==> config.mk <==
export PLATFORM = sky130hd
export DESIGN_NAME = datapath_unit
export DESIGN_NICKNAME = d
export VERILOG_FILES = /design/src/rtl/datapath_unit.sv
export SDC_FILE = /design/constraint.sdc
export NUM_CORES = 1
export LEC_CHECK = 0
export CAP_MARGIN = 20
export CORE_AREA = 10 10 113 115
export CTS_CLUSTER_DIAMETER = 40
export DETAILED_ROUTE_END_ITERATION = 6
export DIE_AREA = 0 0 123 125
export RECOVER_POWER = 100
export SYNTH_ARGS = -nofsm -noshare
export SYNTH_HDL_FRONTEND = slang
export SYNTH_SLANG_ARGS = --single-unit
==> constraint.sdc <==
create_clock -name clk -period 3.4 [get_ports clk]
set_input_delay 0.68 -clock clk [delete_from_list [all_inputs] [get_ports clk]]
set_output_delay 0.68 -clock clk [all_outputs]
set_load 0.01 [all_outputs]
==> src/rtl/datapath_unit.sv <==
// rtl/datapath_unit.sv - parametrised register-file/ALU datapath driven by an external control unit
// Optional feature macro: CARRY_FLAG_EN (registered carry and negative flags)
module datapath_unit #(
  parameter int WORD_SIZE = 8,
  parameter int OP_SIZE   = 4,
  parameter int NUM_REGS  = 4,
  parameter int RSEL      = $clog2(NUM_REGS),
  parameter int B1SEL     = $clog2(NUM_REGS + 1)
) (
  input  logic                 clk,
  input  logic                 rst,
  input  logic [WORD_SIZE-1:0] mem_word,
  input  logic                 reg_wr_en,
  input  logic [RSEL-1:0]      reg_wr_sel,
  input  logic [B1SEL-1:0]     bus1_sel,
  input  logic [1:0]           bus2_sel,
  input  logic                 load_y,
  input  logic                 load_ir,
  input  logic                 load_addr,
  input  logic                 load_pc,
  input  logic                 inc_pc,
  input  logic                 load_flags,
  output logic [WORD_SIZE-1:0] instruction,
  output logic [WORD_SIZE-1:0] address,
  output logic [WORD_SIZE-1:0] bus_1,
  output logic                 zero_flag,
  output logic                 carry_flag,
  output logic                 neg_flag
);

  localparam int W = WORD_SIZE;

  localparam logic [B1SEL-1:0]   PC_SEL = B1SEL'(NUM_REGS);
  localparam logic [RSEL:0]      REG_LIMIT = (RSEL + 1)'(NUM_REGS);
  localparam logic [OP_SIZE-1:0] OP_ADD = OP_SIZE'(1);
  localparam logic [OP_SIZE-1:0] OP_SUB = OP_SIZE'(2);
  localparam logic [OP_SIZE-1:0] OP_AND = OP_SIZE'(3);
  localparam logic [OP_SIZE-1:0] OP_NOT = OP_SIZE'(4);
  localparam logic [OP_SIZE-1:0] OP_OR  = OP_SIZE'(5);
  localparam logic [OP_SIZE-1:0] OP_XOR = OP_SIZE'(6);
  localparam logic [OP_SIZE-1:0] OP_SHL = OP_SIZE'(7);
  localparam logic [OP_SIZE-1:0] OP_SHR = OP_SIZE'(8);

  logic [W-1:0] r_q [NUM_REGS];
  logic [W-1:0] r_d [NUM_REGS];
  logic [W-1:0] y_q, y_d;
  logic [W-1:0] pc_q, pc_d;
  logic [W-1:0] ir_q, ir_d;
  logic [W-1:0] addr_q, addr_d;
  logic         z_q, z_d;

  logic [W-1:0]       bus_2;
  logic [W-1:0]       alu_out;
  logic [W-1:0]       immediate;
  logic [OP_SIZE-1:0] opcode;
  logic               alu_zero;
  logic               wr_ok;

  assign opcode      = ir_q[W-1:W-OP_SIZE];
  assign immediate   = {{OP_SIZE{1'b0}}, ir_q[W-OP_SIZE-1:0]};
  assign alu_zero    = (alu_out == '0);
  assign wr_ok       = ({1'b0, reg_wr_sel} < REG_LIMIT);
  assign instruction = ir_q;
  assign address     = addr_q;
  assign zero_flag   = z_q;

  // Selects past the PC slot read as zero rather than aliasing a register.
  always_comb begin
    bus_1 = '0;
    if (bus1_sel < PC_SEL) begin
      bus_1 = r_q[bus1_sel[RSEL-1:0]];
    end else if (bus1_sel == PC_SEL) begin
      bus_1 = pc_q;
    end
  end

  always_comb begin
    bus_2 = alu_out;
    case (bus2_sel)
      2'd1:    bus_2 = bus_1;
      2'd2:    bus_2 = mem_word;
      2'd3:    bus_2 = immediate;
      default: bus_2 = alu_out;
    endcase
  end

  always_comb begin
    alu_out = '0;
    case (opcode)
      OP_ADD:  alu_out = y_q + bus_1;
      OP_SUB:  alu_out = bus_1 - y_q;
      OP_AND:  alu_out = y_q & bus_1;
      OP_NOT:  alu_out = ~bus_1;
      OP_OR:   alu_out = y_q | bus_1;
      OP_XOR:  alu_out = y_q ^ bus_1;
      OP_SHL:  alu_out = {bus_1[W-2:0], 1'b0};
      OP_SHR:  alu_out = {1'b0, bus_1[W-1:1]};
      default: alu_out = '0;
    endcase
  end

  always_comb begin
    r_d = r_q;
    if (reg_wr_en && wr_ok) begin
      r_d[reg_wr_sel] = bus_2;
    end
    y_d    = load_y    ? bus_2 : y_q;
    ir_d   = load_ir   ? bus_2 : ir_q;
    addr_d = load_addr ? bus_2 : addr_q;
    z_d    = load_flags ? alu_zero : z_q;
    pc_d   = pc_q;
    if (load_pc) begin
      pc_d = bus_2;
    end else if (inc_pc) begin
      pc_d = pc_q + W'(1);
    end
  end

  always_ff @(posedge clk) begin
    if (!rst) begin
      for (int i = 0; i < NUM_REGS; i++) begin
        r_q[i] <= '0;
      end
      y_q    <= '0;
      pc_q   <= '0;
      ir_q   <= '0;
      addr_q <= '0;
      z_q    <= 1'b0;
    end else begin
      r_q    <= r_d;
      y_q    <= y_d;
      pc_q   <= pc_d;
      ir_q   <= ir_d;
      addr_q <= addr_d;
      z_q    <= z_d;
    end
  end

`ifdef CARRY_FLAG_EN
  logic [W:0] add_ext;
  logic       alu_carry;
  logic       c_q, c_d;
  logic       n_q, n_d;

  assign add_ext = {1'b0, y_q} + {1'b0, bus_1};

  // Carry for SUB is a borrow: set when the subtrahend Y exceeds bus_1.
  always_comb begin
    alu_carry = 1'b0;
    case (opcode)
      OP_ADD:  alu_carry = add_ext[W];
      OP_SUB:  alu_carry = (bus_1 < y_q);
      OP_SHL:  alu_carry = bus_1[W-1];
      OP_SHR:  alu_carry = bus_1[0];
      default: alu_carry = 1'b0;
    endcase
  end

  always_comb begin
    c_d = load_flags ? alu_carry : c_q;
    n_d = load_flags ? alu_out[W-1] : n_q;
  end

  always_ff @(posedge clk) begin
    if (!rst) begin
      c_q <= 1'b0;
      n_q <= 1'b0;
    end else begin
      c_q <= c_d;
      n_q <= n_d;
    end
  end

  assign carry_flag = c_q;
  assign neg_flag   = n_q;
`else
  assign carry_flag = 1'b0;
  assign neg_flag   = 1'b0;
`endif

endmodule
==> impl_metrics.yaml <==
timing:
  drv_slew: 0
  period_needed_ns: 3.31
  tns_ns: 0
  maxClockFrequency_ghz: 0.303
  hold_viol_final: 0
  skew_ns: 0.0120
  rsz0062_at_grt: "no"
  setup_viol: 0
  fin_crit_sh_pct: 97.2
  relSlewSlack_pct: 40.3
  worstMarginPinSlew_ns: 0.892
synthesis:
  yosys_most_used_dff: "dfxtp_1"
  synthCells: 487
  ys_ff_latch: 65
  ys_seq_area_share_pct: 31.8
  synth.area.top_cells: "dfxtp_1 32%, o21ai_0 9.3%, a21oi_1 8.2%"
  synth_area_per_cell_um2: 8.41
  synth_adder_area_share_pct: 7.82
  async_reset_ff_share_pct: 0
  yosys.area_share.simple_pct: 13.7
  synth_compound_area_share_pct: 31.3
  yosysWarnings: 0
  synth_top_family_by_area: "compound AO/OA/AOI/OAI gates"
  synth_edf_count: 0
  netlist_area_um2: 4100
  yosys.cell_types.count: 73
  synth_largest_area_cell: "dfxtp_1"
  synth_top_area_share_pct: 31.8
  synth.area.mux_share_pct: 6.42
  synth_xor_area_share_pct: 3.21
floorplanning:
  core_region_area_um2: 10600
  die_y_um: 125
  ios: 51
  num_rows: 38
  fp.dieW_um: 123
  dieArea_um2: 15400
  initial_core_util_pct: 38.6
critical_path:
  cp_num_cells: 12
  slowest_stage: "mux4_2"
  r2r-start: "instruction[7]"
  end_kind: "flip-flop"
  crit_required_ns: 3.60
  reg2reg_depth: 13
  cp_num_buf_inv: 2
  critPathMaxFanout: 4
  arrival_ns: 3.50
  cp-startpoint: "bus1_sel[1]"
  max_stage_delay_ns: 0.53
  cp-start-kind: "input port"
  crit_family: "compound AO/OA/AOI/OAI gates"
  cp_cell_sequence: "buf_2 > mux4_2 > a22o_4 > ha_4 > nor2b_1 > o31a_1 > o21a_1 > or3_1 > a31o_1 > a221oi_4 > buf_6 > a21oi_1"
  worstSetupPathType: "in -> reg"
power:
  p_int_mw: 1.67
  comb_power_share_pct: 31.2
  power_frac_seq_pct: 35.5
  p_sw_share_pct: 31.1
  p_switching_mw: 0.753
  power_density_nw_per_um2: 433
  leakage_nw: 2.35
  p_clk_share_pct: 33.4
  irDropWorstVdd_v: 0.000259
cells_and_area:
  area_growth_pct: 36.4
  drive_above_1_share_pct: 22.3
  diodes: 0
  layout_common_cells: "74 x o21ai_0, 67 x a21oi_1, 65 x dfxtp_1"
  final_common_cell: "o21ai_0"
  fin_area_um2: 5590
  nets: 636
  register_area_um2: 1300
  multi_input_area_um2: 2720
  n_fill_cell: 1008
cts:
  clk_pin_slew_ns: 0.08
  clock_latency_ns: 0.34
  cts_tree: "yes"
  numCtsBuffers: 9
  htreeDepth: 3
  max-clock-path-buffers: 2
  cts_root_buf: "clkbuf_8"
  clock_sinks: 65
flow_run:
  drv_cap: 0
placement:
  dp_hpwl_um: 10700
  gp_congestion: 1.02
  dpl-instance-area_um2: 5170
  port-buffer-count: 48
drt:
  detail-route-antenna-nets: 0
  avgViaCountPerCell: 5.66
  first_pass_iters: 6
  drt_wl_total_um: 14200
  drtIter0Drc: 304
  remaining_drc_errors: 0
  vias: 4145
  wl_per_cell_um: 19.4
global_route:
  grt.total_usage_pct: 18.1
  antenna_found_initial: 0
  grt_max_degree: 38
  grt_pass1_wl_um: 22100
  overflow: 0
  grt_pass1_vias: 4132
worst_hold_path:
  min_path_type: "reg -> reg"
  hold_path_startpoint: "address[3]"
  hold_depth: 2
status:
  status: "finished clean"
metrics by stage:
stage	setup slack, ns	util (%)	hold slack, ns	std cells	power (mW)
finish	0.0948	52.7	0.533	732	2.42
global route	0.000209	52.7	0.551	732	2.53
CTS	0.00360	52.4	0.536	733	2.43
detailed placement	-0.834	48.8	0.513	709	1.59
global placement	-0.829	48.8	0.510	709	1.57
floorplan	-0.0399	-	0.497	488	1.28
path summary, 6_finish.rpt:
kind / end / slack, ns
setup / recovery: r_q[6] / 0.09
hold / removal: address[3] / 0.53
setup reg to reg: r_q[6] / 0.18
hold reg to reg: address[3] / 0.53
per-layer routing:
layer	up-vias	track usage, %	wire, um
li1	2018	-	-
met3	28	3.56	749
met4	0	7.33	519
met1	1971	23.0	6310
met2	128	29.2	6640
met5	-	0	0
sequential cells by signal, indices dropped and copies added (netlist names):
signal,flops
address,8
instruction,8
pc_q,8
r_q,32
y_q,8
zero_flag,1
power groups by stage:
stage,Clock (mW),Sequential [mW],Combinational [mW]
global route,0.856,0.863,0.813
finish,0.808,0.857,0.754
global placement,0,0.872,0.703
CTS,0.823,0.856,0.748
floorplan,0,0.868,0.408
detailed placement,0,0.872,0.713
worst register-to-register path, cell delays in order (launching register included):
cell and delay [ns]:
dfxtp_1 0.33, nor4b_2 0.26, buf_4 0.20, nor2_1 0.07, xnor2_1 0.28, ha_4 0.26
nor2b_1 0.13, o31a_1 0.25, o21a_1 0.18, or3_1 0.31, a31o_1 0.27, a221oi_4 0.31
buf_6 0.16, a21oi_1 0.06
Yosys cell counts, drive strengths merged (5+ instances only):
cell type	instances
and3	5
xnor2	10
o21ai	77
nor2	21
ha	24
a21oi	67
inv	21
nor2b	8
nand2	17
a22oi	7
clkbuf	23
nand3	6
buf	10
a31oi	9
mux2	6
o22ai	5
nor3	6
mux2i	15
dfxtp	65
xor2	5
nand3b	6
cells by family (layout without fill, tap and decap cells):
family / after synthesis / in the layout
xor+xnor: 15 / 15
buf+inv: 54 / 158
compound gates: 206 / 206
mux: 23 / 23
flops: 65 / 65
fa+ha+maj: 25 / 25
simple gates: 98 / 98
other cells: 1 / 2
timing repair:
item | CTS | global route
gates resized for setup | 21 | 19
hold buffers | 0 | 0
pin swaps | 15 | 9
setup endpoints to repair | 71 | 56
setup buffers | 8 | 0
layout make-up:
class | count | share of cell area (%)
multi-input cells | 369 | 48.7
flip-flops and latches | 65 | 23.3
repair buffers | 121 | 19.1
well taps | 140 | 3.14
clock buffers | 10 | 2.28
clock inverters | 6 | 2.06
inverters | 21 | 1.41
No activity file was read; power rests on OpenSTA's default activity.
